### config.mk
export PLATFORM = sky130hd
export DESIGN_NAME = pipe_hazard_ctrl
export DESIGN_NICKNAME = d
export VERILOG_FILES = /design/src/rtl/pipe_hazard_ctrl.sv
export SDC_FILE = /design/constraint.sdc
export NUM_CORES = 1
export LEC_CHECK = 0
export CAP_MARGIN = 20
export CELL_PAD_IN_SITES_DETAIL_PLACEMENT = 1
export CELL_PAD_IN_SITES_GLOBAL_PLACEMENT = 2
export CORE_MARGIN = 5
export CORE_UTILIZATION = 26
export DETAILED_ROUTE_END_ITERATION = 10
export MAX_ROUTING_LAYER = met4
export PLACE_DENSITY_LB_ADDON = 0.08
export SYNTH_ARGS = -nofsm -noshare
export SYNTH_HDL_FRONTEND = slang
export SYNTH_SLANG_ARGS = --single-unit
export TNS_END_PERCENT = 1
### constraint.sdc
create_clock -name clk -period 1.8 [get_ports clk]
set_input_delay 0.27 -clock clk [delete_from_list [all_inputs] [get_ports clk]]
set_output_delay 0.27 -clock clk [all_outputs]
set_load 0.05 [all_outputs]
### src/rtl/pipe_hazard_ctrl.sv
// pipe_hazard_ctrl: central stall/flush controller for the 5-stage pipeline.
//
// Optional feature macro: HAZARD_PERF_EN
//   When defined, the outputs perf_stall_cnt and perf_flush_cnt are added.
//   perf_stall_cnt counts cycles with pc_stall=1.
//   perf_flush_cnt counts cycles with if_id_flush=1.
//   Both counters wrap at 2^32.
//
// Hazard sources:
//   - load-use hazards, comparing the ID-stage sources with the EX-stage load
//   - taken branches/jumps resolved in EX
//   - multi-cycle EX operations
//
// Multi-cycle handshake:
//   - ex_mc_start is a one-cycle pulse on the cycle the op enters EX.
//   - mc_done is a one-cycle pulse on the cycle its result is valid.
//   - EX stays frozen from the start pulse until mc_done is seen. Neither
//     side ever waits on the other, so there is no back-pressure.
//   - A start and done in the same cycle need no stall at all.
//   - If MC_TIMEOUT is nonzero, a missing mc_done is cut off after
//     MC_TIMEOUT stall cycles, and the sticky mc_err flag records it.
//
// Outputs are Mealy: they are decoded from the current state and the current
// inputs, so a stall takes effect in the same cycle it is detected.
// ctrl_state exposes the FSM state for debug and checkers.

module pipe_hazard_ctrl #(
  parameter int unsigned LU_STALL_CYCLES = 1,  // bubbles per load-use, 1..3
  parameter int unsigned MC_TIMEOUT      = 64  // 0 disables the timeout
) (
  input  logic       clk,
  input  logic       rst,
  input  logic [4:0] id_rs1,
  input  logic       id_rs1_used,
  input  logic [4:0] id_rs2,
  input  logic       id_rs2_used,
  input  logic [4:0] ex_rd,
  input  logic       ex_is_load,
  input  logic       ex_br_taken,
  input  logic       ex_mc_start,
  input  logic       mc_done,
  output logic       pc_stall,
  output logic       if_id_stall,
  output logic       if_id_flush,
  output logic       id_ex_flush,
  output logic       ex_stall,
  output logic [1:0] ctrl_state,
  output logic       mc_err
`ifdef HAZARD_PERF_EN
  ,
  output logic [31:0] perf_stall_cnt,
  output logic [31:0] perf_flush_cnt
`endif
);

  typedef enum logic [1:0] {
    ST_RUN = 2'd0,
    ST_LU  = 2'd1,
    ST_MC  = 2'd2
  } state_e;

  // Value loaded into the lu counter on hazard detection. The detection
  // cycle is itself the first bubble, so only the remaining ones are counted.
  localparam logic [1:0]  LU_INIT = 2'(LU_STALL_CYCLES - 1);
  localparam logic [15:0] MC_TO   = 16'(MC_TIMEOUT);
  localparam bit          MC_TO_EN = (MC_TIMEOUT != 0);

  state_e      state_q, state_d;
  logic [1:0]  lu_cnt_q, lu_cnt_d;
  logic [15:0] mc_cnt_q, mc_cnt_d;
  logic        mc_err_q, mc_err_d;

  logic        hazard;
  logic        mc_timeout_hit;

  // A load in EX whose destination is read by the instruction in ID.
  // x0 is never a real dependency.
  assign hazard = ex_is_load && (ex_rd != 5'd0) &&
                  ((id_rs1_used && (id_rs1 == ex_rd)) ||
                   (id_rs2_used && (id_rs2 == ex_rd)));

  assign mc_timeout_hit = MC_TO_EN && (mc_cnt_q == MC_TO);

  // State, counters and the sticky error flag. All are cleared by the
  // synchronous reset, so an in-progress stall is dropped.
  always_ff @(posedge clk) begin
    if (!rst) begin
      state_q  <= ST_RUN;
      lu_cnt_q <= 2'd0;
      mc_cnt_q <= 16'd0;
      mc_err_q <= 1'b0;
    end else begin
      state_q  <= state_d;
      lu_cnt_q <= lu_cnt_d;
      mc_cnt_q <= mc_cnt_d;
      mc_err_q <= mc_err_d;
    end
  end

  // Next-state logic.
  // Priority in RUN: branch > multi-cycle start > load-use.
  always_comb begin
    state_d  = state_q;
    lu_cnt_d = lu_cnt_q;
    mc_cnt_d = mc_cnt_q;
    mc_err_d = mc_err_q;
    case (state_q)
      ST_RUN: begin
        if (ex_br_taken) begin
          // The flush squashes the hazard and the mc op along with the
          // wrong-path instructions.
          state_d = ST_RUN;
        end else if (ex_mc_start) begin
          if (!mc_done) begin
            state_d  = ST_MC;
            mc_cnt_d = 16'd1;
          end
        end else if (hazard) begin
          if (LU_STALL_CYCLES > 1) begin
            state_d  = ST_LU;
            lu_cnt_d = LU_INIT;
          end
        end
      end
      ST_LU: begin
        // EX holds a bubble here, so branch and mc inputs cannot be live.
        lu_cnt_d = lu_cnt_q - 2'd1;
        if (lu_cnt_q <= 2'd1) begin
          state_d = ST_RUN;
        end
      end
      ST_MC: begin
        if (mc_done) begin
          state_d  = ST_RUN;
          mc_cnt_d = 16'd0;
        end else if (mc_timeout_hit) begin
          state_d  = ST_RUN;
          mc_cnt_d = 16'd0;
          mc_err_d = 1'b1;
        end else if (mc_cnt_q != 16'hFFFF) begin
          mc_cnt_d = mc_cnt_q + 16'd1;
        end
      end
      default: begin
        state_d = ST_RUN;
      end
    endcase
  end

  // Output decode (Mealy). Everything is held low while reset is asserted.
  // Flush is only ever asserted in RUN without a stall, so if_id_flush and
  // if_id_stall are never both set.
  always_comb begin
    pc_stall    = 1'b0;
    if_id_stall = 1'b0;
    if_id_flush = 1'b0;
    id_ex_flush = 1'b0;
    ex_stall    = 1'b0;
    if (rst) begin
      case (state_q)
        ST_RUN: begin
          if (ex_br_taken) begin
            if_id_flush = 1'b1;
            id_ex_flush = 1'b1;
          end else if (ex_mc_start) begin
            if (!mc_done) begin
              pc_stall    = 1'b1;
              if_id_stall = 1'b1;
              ex_stall    = 1'b1;
            end
          end else if (hazard) begin
            pc_stall    = 1'b1;
            if_id_stall = 1'b1;
            id_ex_flush = 1'b1;
          end
        end
        ST_LU: begin
          pc_stall    = 1'b1;
          if_id_stall = 1'b1;
          id_ex_flush = 1'b1;
        end
        ST_MC: begin
          // Release on done or on timeout. Otherwise the front end and EX
          // are held while the multi-cycle unit works.
          if (!mc_done && !mc_timeout_hit) begin
            pc_stall    = 1'b1;
            if_id_stall = 1'b1;
            ex_stall    = 1'b1;
          end
        end
        default: begin
          pc_stall = 1'b0;
        end
      endcase
    end
  end

  assign ctrl_state = rst ? state_q : ST_RUN;
  assign mc_err     = mc_err_q;

`ifdef HAZARD_PERF_EN
  logic [31:0] perf_stall_q, perf_flush_q;

  // Performance counters: stall cycles and front-end flush cycles.
  always_ff @(posedge clk) begin
    if (!rst) begin
      perf_stall_q <= 32'd0;
      perf_flush_q <= 32'd0;
    end else begin
      if (pc_stall) begin
        perf_stall_q <= perf_stall_q + 32'd1;
      end
      if (if_id_flush) begin
        perf_flush_q <= perf_flush_q + 32'd1;
      end
    end
  end

  assign perf_stall_cnt = perf_stall_q;
  assign perf_flush_cnt = perf_flush_q;
`endif

endmodule

==> key figures <==
Yosys
  – Synth Area in XOR/XNOR: 6.500%
  – Most frequent cells after synthesis: nor2_1, dfxtp_1, nand2_1, inv_1, a21oi_1
  – Simple-gate share of the synthesized area: about a third
  – Top FF cell, synth: dfxtp_1
  – Largest family of logic cells by synthesized area: simple AND/OR/NAND/NOR gates
  – Cell accounting for the most synthesized area: dfxtp_1
  – Post-synthesis compound-gate area fraction: between 20% and 30%
  – Post-Synth Adder-Cell Area: 1.857%
  – Synth top area share: 26.74%
  – Ys async rst share: 0%
  – Avg Cell Area, Syn: between 8 and 9 sq um
  – Most frequent cell after synthesis: nor2_1
  – Synth Cell Area: between 1000 and 1500 sq um
  – Post-synth EDFFs: 0
  – Cells after Synth: between 150 and 200
  – Syn nets: around 190
  – Seq/Total Area, Yosys: about a quarter
  – Mux share of post-synthesis cell area: around 3.6%
  – Synth top area cells: dfxtp_1, nor2_1, xor2_1
  – Yosys Warn Count: 0
  – #FFs+latches synth: 18
  – Netlist cell types: around 50

CTS
  – CTS Sinks: 18
  – Clock Latency Late Sink: ~0.25 ns
  – Clk slew on worst S/H paths: 0.07 ns
  – CTS tree: built
  – CTS Buf Count: 3
  – Clock Tree Buf Depth: 2
  – H-tree levels: 1
  – Clk root buf: clkbuf_8

Drt
  – Vias per cell: 5.009
  – Post-DR wirelength/cell: 16.21 um
  – Number of remaining DRC errors: 0
  – Routed Antenna Nets: 0
  – DR iter-0 viols: 51
  – Router iterations before antenna repair: 4
  – Via count: about 1,600
  – Final WL: 5138 um

Global routing
  – First-pass GRT wire length: about 8600 um
  – Initial antenna violation count: 0
  – Largest net degree at the start of global routing: 12
  – Number of global-route vias before repair: approximately 1,700
  – GR Util All Layers: ~17%
  – GRT overflow: 0

Outcome
  – Status: finished, violations left
  – Failing checks: setup timing

Power
  – Logic pwr share: between 20% and 30%
  – Maximum VDD drop: 0.3351 mV
  – Internal Power: approximately 0.69 mW
  – Total Power: between 0.9 and 1 mW
  – Net Sw Power: between 0.2 and 0.3 mW
  – PwrDens: 423.1 nW/um^2
  – Clk pwr share: 29.9%
  – Sequential power share: 42.1%
  – Switching Share: around 29%
  – P_leak: between 0.9 and 1 nW

Placed design
  – Placer congestion estimate: slightly below 0.9
  – Placed cell areas: approximately 2200 sq um
  – DP Wirelength: between 4000 and 5000 um
  – Input/output buffers: 29

Worst setup path
  – CP Data Required Time: ~1.5 ns
  – Slack of the worst reg-to-reg path: -0.26 ns
  – Critical Path Source Type: input pin
  – Critical Path AT: 1.87 ns
  – CP Launch Point: ex_rd[2]
  – Crit Path Max Fanout: 2
  – WS Path Type: in -> out
  – Reg2reg start: mc_cnt_q[1]$_SDFFE_PN0P_
  – CP Capture Type: output pin

Finish
  – Design Area, Final: around 2300 sq um
  – Layout net count: 274
  – Area overhead of the layout relative to synthesis: 68.43%
  – Share of layout cells above drive strength 1: 43.72%
  – Ant diodes: 0
  – FILL cells: ~640

Timing
  – Worst hold slack: 0.4782 ns
  – Worst rel slew slack: 53.36%
  – Max-slew violation count: 0
  – Fin crit share: 118.8%
  – Worst Tran Pin Value: about 0.70 ns
  – Final Skew: approximately 0.0016 ns
  – Final Worst Setup Slack: -0.3379 ns
  – Unrepaired setup endpoints after global routing: true
  – Setup-failing EPs final: 12
  – Fin crit period: about 2.1 ns
  – Max Clock Freq: 0.4678 GHz
  – Endpoints failing hold: 0

Floorplanning
  – Starting Density: 26.55%
  – Die Width: around 80 um
  – Core outline area: around 5100 sq um
  – Die Area: around 6700 sq um
  – Die Span Y: around 82 um
  – I/O pin count: 31
  – Rows: 26

Min path
  – Hold Startpoint: mc_err$_SDFFE_PN0P_
  – Min-delay worst type: reg -> reg

Job
  – Max Cap Viol: 0
-- path summary, 6_finish.rpt --
kind         depth (start not counted)                        to
max                                  8               if_id_stall
min                                  2       mc_err$_SDFFE_PN0P_
min reg2reg                          2       mc_err$_SDFFE_PN0P_
max reg2reg                          8  mc_cnt_q[5]$_SDFFE_PN0P_
-- flip-flops by register name, indices dropped and copies added (netlist names) --
name	flops
state_q	1
mc_err	1
mc_cnt_q	16
-- stage by stage --
| step | util (%) | std cells | worst slack (ns) | setup TNS (ns) |
|---|---|---|---|---|
| floorplan | - | 167 | -0.2816 | -0.7623 |
| global placement | 42.63 | 312 | -0.6361 | -4.267 |
| detailed placement | 42.63 | 312 | -0.7625 | -5.125 |
| CTS | 44.28 | 317 | -0.4271 | -2.838 |
| global route | 44.72 | 317 | -0.4050 | -4.123 |
| finish | 44.72 | 317 | -0.3379 | -2.496 |
-- power groups by stage --
stage               Clock, mW  Sequential [mW]  Combinational [mW]
floorplan                   0            0.412               0.111
global placement            0            0.413               0.258
detailed placement          0            0.413               0.266
finish                  0.287            0.404               0.269
CTS                     0.298            0.404               0.270
global route            0.318            0.405               0.287
-- routing by layer --
metal / global-route usage, % / part of all wire (%) / up-vias
met5: - / 0 / -
met4: 0.9967 / 0.25 / 0
met3: 2.632 / 0.86 / 2
met2: 33.12 / 56 / 6
met1: 19.80 / 43 / 797
li1: - / - / 783
-- logic make-up (layout without fill, tap and decap cells) --
group | count (synthesis) | after routing
other | 1 | 1
multiplexers | 4 | 4
buffers and inverters | 19 | 99
flip-flops | 18 | 18
AO/OA/AOI/OAI | 39 | 39
AND/OR/NAND/NOR | 74 | 74
XOR/XNOR | 10 | 10
adder cells (fa/ha/maj) | 2 | 2
-- cell usage in the layout, fill, tap and decap left out, types with 3 or more instances in the layout --
| cell type | synthesis | final |
|---|---|---|
| clkbuf_8 | 0 | 3 |
| o31ai_1 | 4 | 4 |
| nor3_1 | 3 | 3 |
| nand4_1 | 6 | 6 |
| or4_1 | 4 | 4 |
| buf_2 | 2 | 4 |
| a21o_1 | 3 | 3 |
| dfxtp_2 | 0 | 5 |
| nand3_1 | 7 | 7 |
| dfxtp_1 | 18 | 13 |
| mux2_2 | 3 | 3 |
| inv_1 | 10 | 8 |
| buf_6 | 2 | 4 |
| nor2_1 | 20 | 19 |
| buf_12 | 0 | 7 |
| clkbuf_2 | 0 | 3 |
| buf_4 | 2 | 52 |
| a21oi_1 | 9 | 7 |
| nand2_1 | 12 | 11 |
| a311oi_1 | 3 | 3 |
| dlygate4sd2_1 | 0 | 3 |
| xor2_1 | 8 | 7 |
| clkdlybuf4s50_1 | 0 | 10 |
-- final cells by class --
| type | instances | area (sq um) | share of cell area (%) |
|---|---|---|---|
| Multi-Input combinational cell | 130 | 975.9 | 43.00 |
| Inverter | 11 | 41.29 | 1.819 |
| Timing Repair Buffer | 85 | 757.0 | 33.35 |
| Tap cell | 70 | 87.58 | 3.859 |
| Sequential cell | 18 | 366.6 | 16.15 |
| Clock buffer | 3 | 41.29 | 1.819 |
-- critical path: stages --
cell and delay (ns):
buf_6 0.10, buf_6 0.10, xor2_1 0.15, nor4_1 0.26
nand3_1 0.11, a2111o_1 0.49, a21oi_4 0.22, buf_12 0.16
-- what timing repair did --
item | 4_1_cts | 5_1_grt
endpoints found under the setup margin | 16 | 20
gates resized for setup | 44 | 18
hold buffers | 0 | 0
pin swaps | 17 | 11
setup buffers | 2 | 0
No activity file was read; power rests on OpenSTA's default activity.
